--- src/rtl/contador_vl_detector.sv ---
// contador_vl_detector: locks onto a 0..15..0 triangle sample stream and reports peaks, troughs and mismatches
module contador_vl_detector #(
    parameter int LOCK_N = 4
) (
    input  logic       clock,
    input  logic       reset,
    input  logic       in_valid,
    input  logic [3:0] data_in,
    output logic       locked,
    output logic       dir,
    output logic [3:0] expected,
    output logic       peak,
    output logic       trough,
    output logic       error,
    output logic [7:0] cycle_count,
    output logic [7:0] err_count
);
    typedef enum logic [1:0] {HUNT, SYNC, TRACK, LOCK} state_t;
    state_t state, state_n;
    logic [3:0] prev, prev_n, match_cnt, match_n, match_inc, exp_n, upd_exp;
    logic dir_n, peak_n, trough_n, error_n, step_up, step_dn, hit, base_dir, upd_dir;
    logic [7:0] cyc_n, err_n;
    // next-sample prediction and next-state/output selection
    always_comb begin
        step_up   = prev != 4'd15 && data_in == prev + 4'd1;
        step_dn   = prev != 4'd0 && data_in == prev - 4'd1;
        hit       = data_in == expected;
        match_inc = match_cnt + 4'd1;
        base_dir  = state == SYNC ? step_up : dir;
        upd_dir   = data_in == 4'd15 ? 1'b0 : data_in == 4'd0 ? 1'b1 : base_dir;
        upd_exp   = data_in == 4'd15 ? 4'd14 : data_in == 4'd0 ? 4'd1 :
                    base_dir ? data_in + 4'd1 : data_in - 4'd1;
        state_n   = state;
        prev_n    = prev;
        match_n   = match_cnt;
        dir_n     = dir;
        exp_n     = expected;
        peak_n    = 1'b0;
        trough_n  = 1'b0;
        error_n   = 1'b0;
        cyc_n     = cycle_count;
        err_n     = err_count;
        if (in_valid) begin
            case (state)
                HUNT: begin
                    prev_n  = data_in;
                    state_n = SYNC;
                end
                SYNC: begin
                    if (step_up || step_dn) begin
                        match_n = 4'd1;
                        dir_n   = upd_dir;
                        exp_n   = upd_exp;
                        state_n = TRACK;
                    end else begin
                        prev_n = data_in;
                    end
                end
                TRACK: begin
                    if (hit) begin
                        match_n = match_inc;
                        dir_n   = upd_dir;
                        exp_n   = upd_exp;
                        state_n = match_inc == 4'(LOCK_N) ? LOCK : TRACK;
                    end else begin
                        prev_n  = data_in;
                        match_n = 4'd0;
                        state_n = SYNC;
                    end
                end
                default: begin
                    if (hit) begin
                        dir_n    = upd_dir;
                        exp_n    = upd_exp;
                        peak_n   = data_in == 4'd15;
                        trough_n = data_in == 4'd0;
                        cyc_n    = cycle_count + {7'd0, data_in == 4'd0};
                    end else begin
                        error_n = 1'b1;
                        err_n   = err_count == 8'd255 ? err_count : err_count + 8'd1;
                        prev_n  = data_in;
                        match_n = 4'd0;
                        state_n = SYNC;
                    end
                end
            endcase
        end
    end
    // state and registered outputs, reset wins over everything
    always_ff @(posedge clock) begin
        if (reset) begin
            state       <= HUNT;
            prev        <= 4'd0;
            match_cnt   <= 4'd0;
            dir         <= 1'b1;
            expected    <= 4'd0;
            locked      <= 1'b0;
            peak        <= 1'b0;
            trough      <= 1'b0;
            error       <= 1'b0;
            cycle_count <= 8'd0;
            err_count   <= 8'd0;
        end else begin
            state       <= state_n;
            prev        <= prev_n;
            match_cnt   <= match_n;
            dir         <= dir_n;
            expected    <= exp_n;
            locked      <= state_n == LOCK;
            peak        <= peak_n;
            trough      <= trough_n;
            error       <= error_n;
            cycle_count <= cyc_n;
            err_count   <= err_n;
        end
    end
endmodule

--- config.mk ---
export PLATFORM = sky130hd
export DESIGN_NAME = contador_vl_detector
export DESIGN_NICKNAME = d
export VERILOG_FILES = /design/src/rtl/contador_vl_detector.sv
export SDC_FILE = /design/constraint.sdc
export NUM_CORES = 1
export LEC_CHECK = 0
export ABC_AREA = 1
export BUFFER_PORTS_ARGS = -buffer_cell sky130_fd_sc_hd__buf_2
export CAP_MARGIN = 25
export CORE_MARGIN = 2
export CORE_UTILIZATION = 52
export CTS_CLUSTER_DIAMETER = 200
export DETAILED_ROUTE_END_ITERATION = 7
export PLACE_DENSITY = 0.79
export SETUP_SLACK_MARGIN = 0.05
export SYNTH_ARGS = -nofsm -noshare
export SYNTH_HDL_FRONTEND = slang
export SYNTH_SLANG_ARGS = --single-unit
--- constraint.sdc ---
create_clock -name clock -period 5.5 [get_ports clock]
set_clock_uncertainty 0.05 [all_clocks]
set_input_delay 0.275 -clock clock [delete_from_list [all_inputs] [get_ports clock]]
set_output_delay 0.275 -clock clock [all_outputs]
set_load 0.01 [all_outputs]
* Word-level counts from Yosys, hierarchy flattened *
Cells that the tools add are included.

storage, ports and cells
  bits in registers = 35
  output and inout bits = 25
  logic and storage cells = 78

operators by class
  add/sub/neg operators = 7
  equality and inequality tests = 14
  multiplexer cells = 26
  bitwise gates (word level) = 5
  reduce and logical (&&, ||, !) cells = 15

operators by type and width
  cell                                                                      number
  4-bit 2-to-1 mux                                                          10
  4-bit case mux with 2 select lines                                        2
  4-bit by 1-bit adder with 4-bit output (second input constant)            3
  4-bit == test                                                             3
  4-bit case mux with 3 select lines                                        1
  4-bit AND reduction                                                       3
  8-bit by 1-bit adder with 8-bit output                                    1
  8-bit by 1-bit adder with 8-bit output (second input constant)            1
  8-bit == test (second input constant)                                     1
  2-bit 2-to-1 mux                                                          4
  4-bit by 1-bit subtractor with 4-bit output (second input constant)       2
  1-bit 2-to-1 mux                                                          7
  3-bit by 1-bit inequality test with 1-bit output (second input constant)  2
  2-bit case mux with 3 select lines                                        1
  3-bit AND reduction                                                       2
  6-bit OR reduction                                                        1
  1-bit NOT                                                                 5
  5-bit OR reduction                                                        1
  2-bit == test (second input constant)                                     2
  4-bit by 3-bit == test with 1-bit output (second input constant)          1
  4-bit == test (second input constant)                                     1
  4-bit zero test                                                           1
  4-bit inequality test (second input constant)                             1
  4-bit nonzero test                                                        1
  other kinds (9)                                                           10

* Longest topological paths before layout *
Gate-level depths: netlist of the first run.

  word-level depth = 9
  gate-level depth with buffers = 17

* Worst setup path before layout of the first run *
Ideal clock, no wire load.

  path type = register to register
  start = reg prev[0]
  end = reg expected[2]
  setup time = 0.122 ns
  data arrival time = 2.007 ns
  slack = 3.320 ns
  cell stages (with the launch flop) = 17
  clock period less this slack = 2.180 ns
  path through = dfxtp_1 > inv_1 > ha_1 > xnor2_1 > nand2_1 > nor2_1 > nand3_2 > nand2_2 > nand2_1 > nand2_1 > inv_1 > ha_1 > or2_1 > inv_1 > nand2_1 > nand3_1 > a21oi_1

on the way
  cells in the longest elaborated chain, start to end = 9

RTL lines
  item                                    RTL line    source
  from (decl)                             20          logic [3:0] prev, prev_n, match_cnt, match_n, match_inc, exp_n, upd_exp;
  from (signal assigned)                  105         prev <= prev_n;
  4-bit by 1-bit adder with 4-bit output  25          step_up = prev != 4'd15 && data_in == prev + 4'd1;
  4-bit == test                           25
  1-bit logical AND                       25
  1-bit 2-to-1 mux                        29          base_dir = state == SYNC ? step_up : dir;
  4-bit 2-to-1 mux                        32          base_dir ? data_in + 4'd1 : data_in - 4'd1;
  4-bit 2-to-1 mux (2 in a row)           31          upd_exp = data_in == 4'd15 ? 4'd14 : data_in == 4'd0 ? 4'd1 :
  4-bit 2-to-1 mux (on tied branches)     60, 72, 50
  4-bit case mux with 2 select lines      44          case (state)
  to (signal assigned)                    108         expected <= exp_n;
  to (decl)                               11          output logic [3:0] expected,

Several ways; a longest one is shown, not always the timed one. The select of a mux whose other input is x is not followed.
A chain may end at the register's enable or synchronous reset.

* Final worst setup path of the first run *
Same ends and word-level chain as after synthesis.

==> results.tsv, run 1 <==
metric	value	unit
P&R area growth vs syn	15.26	%
post-layout min period	2.400	ns
WP data required	5.62	ns
Starting Density	0.5371	
Cell Pwr Density	254.9	nW/um2
CP top delay family	simple AND/OR/NAND/NOR gates	
Die Span Y	68.28	um
fin worst setup slack	3.100	ns
post-DR vias/cell	5.178	
drt wl/cell	11.66	um
largest cells by area after synthesis	dfxtp_1, nand2_1, ha_1	
Pwr Total	0.6312	mW
DRC viols	0	
Yosys cell types	39	
Post-synth EDFFs	0	
total iterations of the first detailed-routing run	4	
io pins	32	
Clock Sinks	35	
HP Class	primary input to register	
CTS clock-pin slew for the worst setup and hold paths	0.07	ns
Syn Std Cell Area	2148	um2
CTS tree	done	
Crit path top cell by count	nand2_1	
Slew Limit Fails	0	
root buf cell	clkbuf_8	
Seq/Total Area, Yosys	0.3262	
grt total ovfl	0	
async set-reset flop share out of synthesis	0	
yosys warns	0	
Yosys top cell area share	0.3262	
maxcap violations	0	
f_max	0.4167	GHz
setup TNS	0	ns
top_reg_cell synth	dfxtp_1	
Worst-Margin Slew	0.6125	ns
setup violators final	0	
area of the die	4661	um2
Tcrit/Tclk final	0.4364	
Post-Route WL	4.514	mm
syn nets	322	
Max H-tree Level	2	
vias in the first global route	1744	
via count	2004	
core area	4000	um2
Fillers	376	
Clock Latency Late Sink	0.28	ns
port bufs	31	
Post-CTS Repair Setup Buffers	0	
Hold Fails Final Rpt	0	
initial antenna violation count	0	
CP arrival	2.52	ns
Leak Pwr	1.232	nW
largest area contributor in the netlist	dfxtp_1	
slowest stage cell, crit path	dfxtp_1	
DP HPWL	3.476	mm
ANT cells	0	
Mapped Cells	302	
DRT iter0 DRCs	127	
critical path class	register to register	
Critical Path Max Stage Delay	0.40	ns
post-layout util	0.6190	
Post-CTS Hold Fix Bufs	0	
pre-CTS setup slack	3.135	ns
Cell Area, Placed	2344	um2
die width	68.28	um
ANT nets after route	0	
Nets	356	
RSZ-0062 raised after global routing	no	
pin count of the biggest net entering global routing	23	
Max FO, Critical Path	5	
maximum VDD drop	0.1714	mV
total CTS buffers	5	
global-route wire length before repair	7.383	mm
syn_area_per_cell	7.114	um2
clock buffer depth	2	
cts repair resizes	0	
row cnt	23	
CP startpoint kind	register	
worst-path cell chain	inv_1, ha_1, xnor2_1, nand2_1, nor2_1, nand3_2, nand2_2, nand2_1, nand2_1, inv_1, ha_1, or2_1, inv_1, nand2_1, nand3_1, a21oi_1	
outcome	finished clean	
Setup crit end kind	register	
Tot GR Track Use	0.2078	
placer congestion estimate	0.9353	
Post-Layout Inst Area	2476	um2
ratio of cells with drive above 1 in the final layout	0.1751	
slew margin rel.	0.5879	
WP buf/inv	3	
synthesized flop and latch total	35	
## metrics by stage
step | hold WS (ns) | instances
finish | 0.2508 | 387
global placement | 0.4044 | 379
detailed placement | 0.4174 | 379
CTS | 0.2427 | 387
floorplan | 0.3150 | 302
global route | 0.2466 | 387
## metal layers
metal  track usage  routed length [um]
met5             0                   0
met4       0.06750                  40
met1        0.2636                2219
met3       0.04605                 149
met2        0.3483                2104
## where the power goes
group	internal (mW)	switching, mW	total, mW
registers	0.260	0.00740	0.268
clock network	0.181	0.0914	0.273
logic	0.0328	0.0583	0.0911
## area by class of cell
type,instances,area [um2],area share
clock buffers,6,72.57,0.02931
clock inverters,2,60.06,0.02425
inverters,46,172.7,0.06973
multi-input cells,217,1252,0.5058
flip-flops and latches,35,700.7,0.2830
well taps,50,62.56,0.02527
repair buffers,31,155.1,0.06266
## synthesized netlist by cell type (2+ instances only)
| master | instances |
|---|---|
| nor2_2 | 2 |
| nor3_1 | 4 |
| nand4_1 | 2 |
| nand2_2 | 2 |
| nand2_4 | 2 |
| clkbuf_1 | 3 |
| nand2_1 | 54 |
| inv_2 | 3 |
| nor4_1 | 3 |
| ha_1 | 13 |
| a21oi_1 | 25 |
| nand3_2 | 2 |
| a31oi_1 | 2 |
| nand3_1 | 21 |
| xnor2_1 | 3 |
| nor3_2 | 3 |
| o21ai_0 | 25 |
| dfxtp_1 | 35 |
| o21ai_1 | 3 |
| xor2_1 | 7 |
| a211oi_1 | 2 |
| inv_1 | 43 |
| nor2_1 | 27 |
## cell usage in the layout, fill, tap and decap left out, types with 2 or more instances in the layout
cell        n
bufinv_16   2
dfxtp_1    35
a31oi_1     2
nand2_4     2
a21oi_1    25
nor4_1      3
nand2_1    54
clkbuf_8    5
xor2_1      7
nor3_2      3
o21ai_1     3
buf_2      31
nand3_1    21
xnor2_1     3
nor2_2      2
nor3_1      4
nor2_1     27
inv_1      43
ha_1       13
inv_2       3
nand3_2     2
o21ai_0    25
nand4_1     2
a211oi_1    2
nand2_2     2
## flip-flops by register name (all words and copies together) (netlist names), 2 cells and up
register,count
expected,4
err_count,8
prev,4
cycle_count,8
match_cnt,4
state,2
## cells by family after synthesis
family          Yosys count  share of synthesized area
compound gates           62                     0.1561
xor+xnor                 10                    0.04077
fa+ha+maj                13                    0.07572
buf+inv                  50                    0.09085
flops                    35                     0.3261
simple gates            132                     0.3104
## worst paths after layout
| path | from | to | slack (ns) | cells after the start |
|---|---|---|---|---|
| setup reg to reg | prev[0]$_SDFFE_PP0P_ | expected[2]$_SDFFE_PP0P_ | 3.10 | 16 |
| hold / removal | data_in[0] | expected[0]$_SDFFE_PP0P_ | 0.25 | 2 |
| hold reg to reg | cycle_count[7]$_SDFFE_PP0P_ | cycle_count[7]$_SDFFE_PP0P_ | 0.42 | 2 |
| setup / recovery | prev[0]$_SDFFE_PP0P_ | expected[2]$_SDFFE_PP0P_ | 3.10 | 16 |
Power figures use the tool's default switching activity.
==> inputs of run 2 (changes only) <==
==> constraint.sdc (replaced) <==
create_clock -name clock -period 2.32 [get_ports clock]
set_clock_uncertainty 0.05 [all_clocks]
set_input_delay 0.116 -clock clock [delete_from_list [all_inputs] [get_ports clock]]
set_output_delay 0.116 -clock clock [all_outputs]
set_load 0.01 [all_outputs]
==> results.tsv, run 2 (synthesis results as in run 1) <==
metric	value	unit	change
HP Class	primary input to register		
drt wl/cell	11.39	um	-2.3%
DRT iter0 DRCs	202		+59%
ratio of cells with drive above 1 in the final layout	0.2176		+0.04257
pre-CTS setup slack	0.02524	ns	-3.110 ns
post-DR vias/cell	5.238		+1.2%
die width	68.28	um	unchanged
ANT nets after route	0		unchanged
CP startpoint kind	register		
WP data required	2.45	ns	-3.17 ns
placer congestion estimate	0.8997		-3.8%
row cnt	23		unchanged
Top Registers	cycle_count x8, err_count x8		
Max FO, Critical Path	3		-2
RSZ-0062 raised after global routing	no		
post-layout min period	2.114	ns	-0.2859 ns
maxcap violations	0		unchanged
critical path class	register to register		
Leak Pwr	1.230	nW	-0.23%
f_max	0.4730	GHz	+14%
io pins	32		unchanged
global-route wire length before repair	7.231	mm	-2.1%
DP HPWL	3.385	mm	-2.6%
DRC viols	0		unchanged
worst r2r path cells	16		unchanged
port bufs	31		unchanged
Setup crit end kind	register		
slew margin rel.	0.6078		+0.01994
root buf cell	clkbuf_8		
Finished Layout Cells	390		+0.78%
total CTS buffers	5		unchanged
vias in the first global route	1709		-2.0%
core area	4000	um2	unchanged
Placed Cells	380		+0.26%
maximum VDD drop	0.3878	mV	+130%
Max H-tree Level	2		unchanged
Tot GR Track Use	0.2025		-0.005371
Cell Pwr Density	516.9	nW/um2	+100%
Hold Fails Final Rpt	0		unchanged
clock buffer depth	2		unchanged
outcome	finished clean		
most frequent cells in the layout	nand2_1, inv_1, dfxtp_1		
area of the die	4661	um2	unchanged
Clock Sinks	35		unchanged
pin count of the biggest net entering global routing	23		unchanged
initial antenna violation count	0		unchanged
Post-Route WL	4.444	mm	-1.6%
ANT cells	0		unchanged
total iterations of the first detailed-routing run	4		unchanged
Worst-Margin Slew	0.5876	ns	-0.02491 ns
setup TNS	0	ns	unchanged
Starting Density	0.5371		unchanged
fin worst setup slack	0.2058	ns	-2.894 ns
hold path cells	2		unchanged
CP arrival	2.24	ns	-0.28 ns
CTS clock-pin slew for the worst setup and hold paths	0.07	ns	about the same
Clock Latency Late Sink	0.28	ns	about the same
Nets	359		+0.84%
Slew Limit Fails	0		unchanged
leading cell type in the layout, fill and taps excluded	nand2_1		
CTS tree	done		
Die Span Y	68.28	um	unchanged
Tcrit/Tclk final	0.9113		+0.4749
via count	2043		+1.9%
setup violators final	0		unchanged
grt total ovfl	0		unchanged
P&R area growth vs syn	16.25	%	
[run 2: cell types whose count changed in the layout (fill, tap and decap cells not counted), moves of 3 or more]
cell     delta
inv_1       -3
buf_4       +3
dfxtp_2     +3
inv_2       +3
dfxtp_1     -3
[run 2: power by group]
group	leakage, nW	internal [mW]	switching (mW)
Sequential	0.285	0.618	0.0159
Clock	0.0412	0.209	0.209
Combinational	0.904	0.0906	0.148
Total	1.23	0.918	0.373
[run 2: routing by layer]
metal,wire (um),vias to the layer above,global-route usage,share of wire
li1,-,1060,-,-
met1,2123,921,0.2648,0.48
met2,2028,55,0.3301,0.46
met3,232,7,0.04770,0.052
met4,60,0,0.06000,0.014
met5,0,-,0,0
[run 2: final cells by class]
| type | count | area, um2 |
|---|---|---|
| Clock buffer | 6 | 72.57 |
| Clock inverter | 2 | 12.51 |
| Fill cell | 368 | 1503 |
| Inverter | 46 | 172.7 |
| Multi-Input combinational cell | 217 | 1295 |
| Sequential cell | 35 | 704.4 |
| Tap cell | 50 | 62.56 |
| Timing Repair Buffer | 34 | 177.7 |
[run 2: worst paths after layout]
path	start	end	slack, ns
setup / recovery	prev[1]$_SDFFE_PP0P_	expected[2]$_SDFFE_PP0P_	0.21
hold / removal	data_in[0]	expected[0]$_SDFFE_PP0P_	0.10
setup reg to reg	prev[1]$_SDFFE_PP0P_	expected[2]$_SDFFE_PP0P_	0.21
hold reg to reg	cycle_count[7]$_SDFFE_PP0P_	cycle_count[7]$_SDFFE_PP0P_	0.42
[run 2: repair_timing]
item / in CTS / in global routing
endpoints found under the setup margin: 1 / 3
hold buffers: 0 / 0
pin swaps: 0 / 5
resized for setup: 1 / 12
buffers inserted: 0 / 2
[run 2: critical path, cell delays in order, from the launching register on]
cell and delay, ns:
dfxtp_2 0.34, inv_2 0.06, ha_4 0.27, xnor2_2 0.10, nand2_1 0.06, nor2_1 0.12
nand3_2 0.11, nand2_2 0.11, nand2_1 0.06, nand2_2 0.07, inv_2 0.04, ha_1 0.16
or2_1 0.22, inv_1 0.06, nand2_1 0.05, nand3_2 0.06, a21oi_1 0.06
[run 2: through the flow]
step                hold WS (ns)  cell area [um2]  power [mW]  utilization
floorplan                 0.1560             2148      0.8120            -
global placement          0.3894             2351      0.8574       0.5877
detailed placement        0.3918             2351      0.8617       0.5877
CTS                      0.08649             2437       1.281       0.6093
global route              0.1096             2497       1.369       0.6243
finish                    0.1002             2497       1.291       0.6243
==> inputs of run 3 (changes only) <==
--- a/config.mk
+++ b/config.mk
@@ -5,7 +5,6 @@
 export SDC_FILE = /design/constraint.sdc
 export NUM_CORES = 1
 export LEC_CHECK = 0
-export ABC_AREA = 1
 export BUFFER_PORTS_ARGS = -buffer_cell sky130_fd_sc_hd__buf_2
 export CAP_MARGIN = 25
 export CORE_MARGIN = 2
==> results.tsv, run 3 <==
metric	value	unit	change
vias in the first global route	1877		+9.8%
DRT iter0 DRCs	166		-18%
Critical Path Max Stage Delay	0.38	ns	+0.04 ns
Max H-tree Level	2		unchanged
Nets	338		-5.8%
DP HPWL	3.504	mm	+3.5%
setup violators final	2		+2
ratio of cells with drive above 1 in the final layout	0.3542		+0.1366
slowest stage cell, crit path	dfxtp_4		
syn_area_per_cell	8.626	um2	+21%
maxcap violations	0		unchanged
yosys warns	0		unchanged
Hold Fails Final Rpt	0		unchanged
async set-reset flop share out of synthesis	0		unchanged
Die Span Y	67.88	um	-0.58%
via count	2042		-0.049%
CP arrival	2.59	ns	+0.35 ns
Clock Sinks	35		unchanged
placer congestion estimate	0.8733		-2.9%
Setup crit end kind	register		
Mapped Cells	246		-19%
Clock Latency Late Sink	0.29	ns	about the same
grt total ovfl	0		unchanged
Fillers	304		-17%
Max Used Layer	met4		
Leak Pwr	1.242	nW	+1.0%
CP startpoint kind	register		
post-layout util	0.7060		+0.08171
Post-synth EDFFs	0		unchanged
slew margin rel.	0.5628		-0.04504
io pins	32		unchanged
pin count of the biggest net entering global routing	39		+70%
most frequent cell after synthesis	dfxtp_1		
worst-path cell chain	inv_4, ha_4, xnor2_2, o211ai_1, nor4_2, nor2_1, xor2_1, ha_2, nor2_1, mux2i_1, mux2i_1, mux2i_1, a221oi_1		
Yosys cell types	46		+18%
outcome	complete, but fails checks		
core area	3971	um2	-0.72%
synthesized flop and latch total	35		unchanged
root buf cell	clkbuf_8		
critical path class	register to register		
P&R area growth vs syn	32.13	%	
Yosys top cell area share	0.3302		+0.004038
CTS clock-pin slew for the worst setup and hold paths	0.07	ns	about the same
HP Class	primary input to register		
area of the multi-input gates	1433	um2	+11%
Pwr Total	1.405	mW	+8.9%
Slew Limit Fails	0		unchanged
RSZ-0062 raised after global routing	yes		
initial antenna violation count	0		unchanged
top_reg_cell synth	dfxtp_1		
global-route wire length before repair	8.342	mm	+15%
Top Registers	cycle_count x8, err_count x8		
fin worst setup slack	-0.1740	ns	-0.3799 ns
f_max	0.4010	GHz	-15%
WP data required	2.41	ns	-0.04 ns
Tcrit/Tclk final	1.075		+0.1637
post-layout min period	2.494	ns	+0.3799 ns
port bufs	31		unchanged
CTS tree	done		
failing checks	setup timing		
WL met3	312	um	+34%
syn nets	266		-17%
Cell Pwr Density	501.2	nW/um2	-3.0%
drt wl/cell	14.47	um	+27%
total CTS buffers	5		unchanged
largest area contributor in the netlist	dfxtp_1		
Tot GR Track Use	0.2430		+0.04052
Post-Route WL	5.339	mm	+20%
Crit path top cell by count	mux2i_1		
wire length on met2	2.559	mm	+26%
clock buffer depth	2		unchanged
largest cells by area after synthesis	dfxtp_1, ha_1, xor2_1		
register area	705.7	um2	+0.18%
leading cell type in the layout, fill and taps excluded	buf_4		
Seq/Total Area, Yosys	0.3302		+0.004038
most frequent cells in the layout	buf_4, dfxtp_1, buf_2		
Max FO, Critical Path	4		+1
ANT nets after route	0		unchanged
Starting Density	0.5343		-0.002725
Post-synth top cells	dfxtp_1, nor2_1, nand2_1		
row cnt	23		unchanged
met1 WL	2.332	mm	+9.8%
maximum VDD drop	0.3476	mV	-10%
post-DR vias/cell	5.534		+5.6%
die width	67.88	um	-0.58%
ANT cells	0		unchanged
DRC viols	0		unchanged
area of the die	4608	um2	-1.2%
Worst-Margin Slew	0.6558	ns	+0.06820 ns
Syn Std Cell Area	2122	um2	-1.2%
total iterations of the first detailed-routing run	4		unchanged
-- run 3: cell count changes in the layout (fill, tap and decap cells not counted), moves of 11 or more --
cell | before | now
a21oi_1 | 25 | 11
buf_4 | 3 | 42
inv_1 | 40 | 11
mux2i_1 | 0 | 11
nand2_1 | 53 | 18
nand2b_1 | 0 | 11
nand3_1 | 20 | 4
o21ai_0 | 25 | 10
-- run 3: metrics by stage --
step / instance area, um2 / hold slack [ns] / TNS (ns) / instances / setup WS (ns)
floorplan: 2155 / 0.2108 / -0.2193 / 246 / -0.2193
global placement: 2566 / 0.3736 / -0.2485 / 353 / -0.2485
detailed placement: 2566 / 0.3664 / -0.3731 / 353 / -0.3245
CTS: 2753 / 0.06566 / -0.1846 / 372 / -0.1104
global route: 2804 / 0.08493 / -0.8618 / 369 / -0.3846
finish: 2804 / 0.06680 / -0.2433 / 369 / -0.1740
-- run 3: what timing repair did --
action / 4_1_cts / 5_1_grt
endpoints found under the hold margin: 0 / 0
cloned: 0 / 0
buffers inserted: 11 / 5
resized for setup: 6 / 15
pin swaps: 6 / 13
hold buffers: 0 / 0
endpoints found under the setup margin: 4 / 13
-- run 3: worst max-delay path: cells and delay by family (launching register included) --
kind	cells	cell delay (ns)
buffers and inverters	1	0.04
adders and majority gates	2	0.47
muxes	3	0.47
xor gates and xnor gates	2	0.26
DFF	1	0.38
AOI/OAI and AO/OA	2	0.23
and+or+nand+nor	3	0.46
-- run 3: where the power goes --
group          internal, mW  total (mW)  switching [mW]
logic                 0.161       0.342           0.181
registers             0.612       0.623          0.0103
clock network         0.211       0.441           0.230
total                 0.985        1.41           0.421
-- run 3: cell families (layout without fill, tap and decap cells) --
group	Yosys count	count (layout)	synth area share
AO/OA/AOI/OAI	41	41	0.1244
XOR/XNOR	23	23	0.1050
adder cells (fa/ha/maj)	13	13	0.07665
buffers and inverters	21	94	0.05188
flip-flops	35	35	0.3302
multiplexers	11	11	0.05189
AND/OR/NAND/NOR	102	102	0.2600
-- run 3: layout make-up --
cell class / instances / share of cell area
inverter: 13 / 0.01830
clock inverter: 1 / 0.001785
tap: 50 / 0.02231
sequential: 35 / 0.2517
clock buffer: 7 / 0.02722
multi-input combinational: 190 / 0.5109
timing repair buffer: 73 / 0.1678
-- run 3: path summary, 6_finish.rpt --
| path | start | endpoint | slack, ns | cells past startpoint |
|---|---|---|---|---|
| setup / recovery | prev[0]$_SDFFE_PP0P_ | expected[2]$_SDFFE_PP0P_ | -0.17 | 13 |
| hold / removal | data_in[0] | prev[0]$_SDFFE_PP0P_ | 0.07 | 3 |
| setup reg to reg | prev[0]$_SDFFE_PP0P_ | expected[2]$_SDFFE_PP0P_ | -0.17 | 13 |
| hold reg to reg | expected[0]$_SDFFE_PP0P_ | expected[0]$_SDFFE_PP0P_ | 0.45 | 2 |
-- run 3: routing by layer --
layer / vias to the layer above / GRT usage
met4: 0 / 0.1500
met3: 16 / 0.04770
li1: 1006 / -
met1: 951 / 0.2914
met5: - / 0
met2: 69 / 0.3995
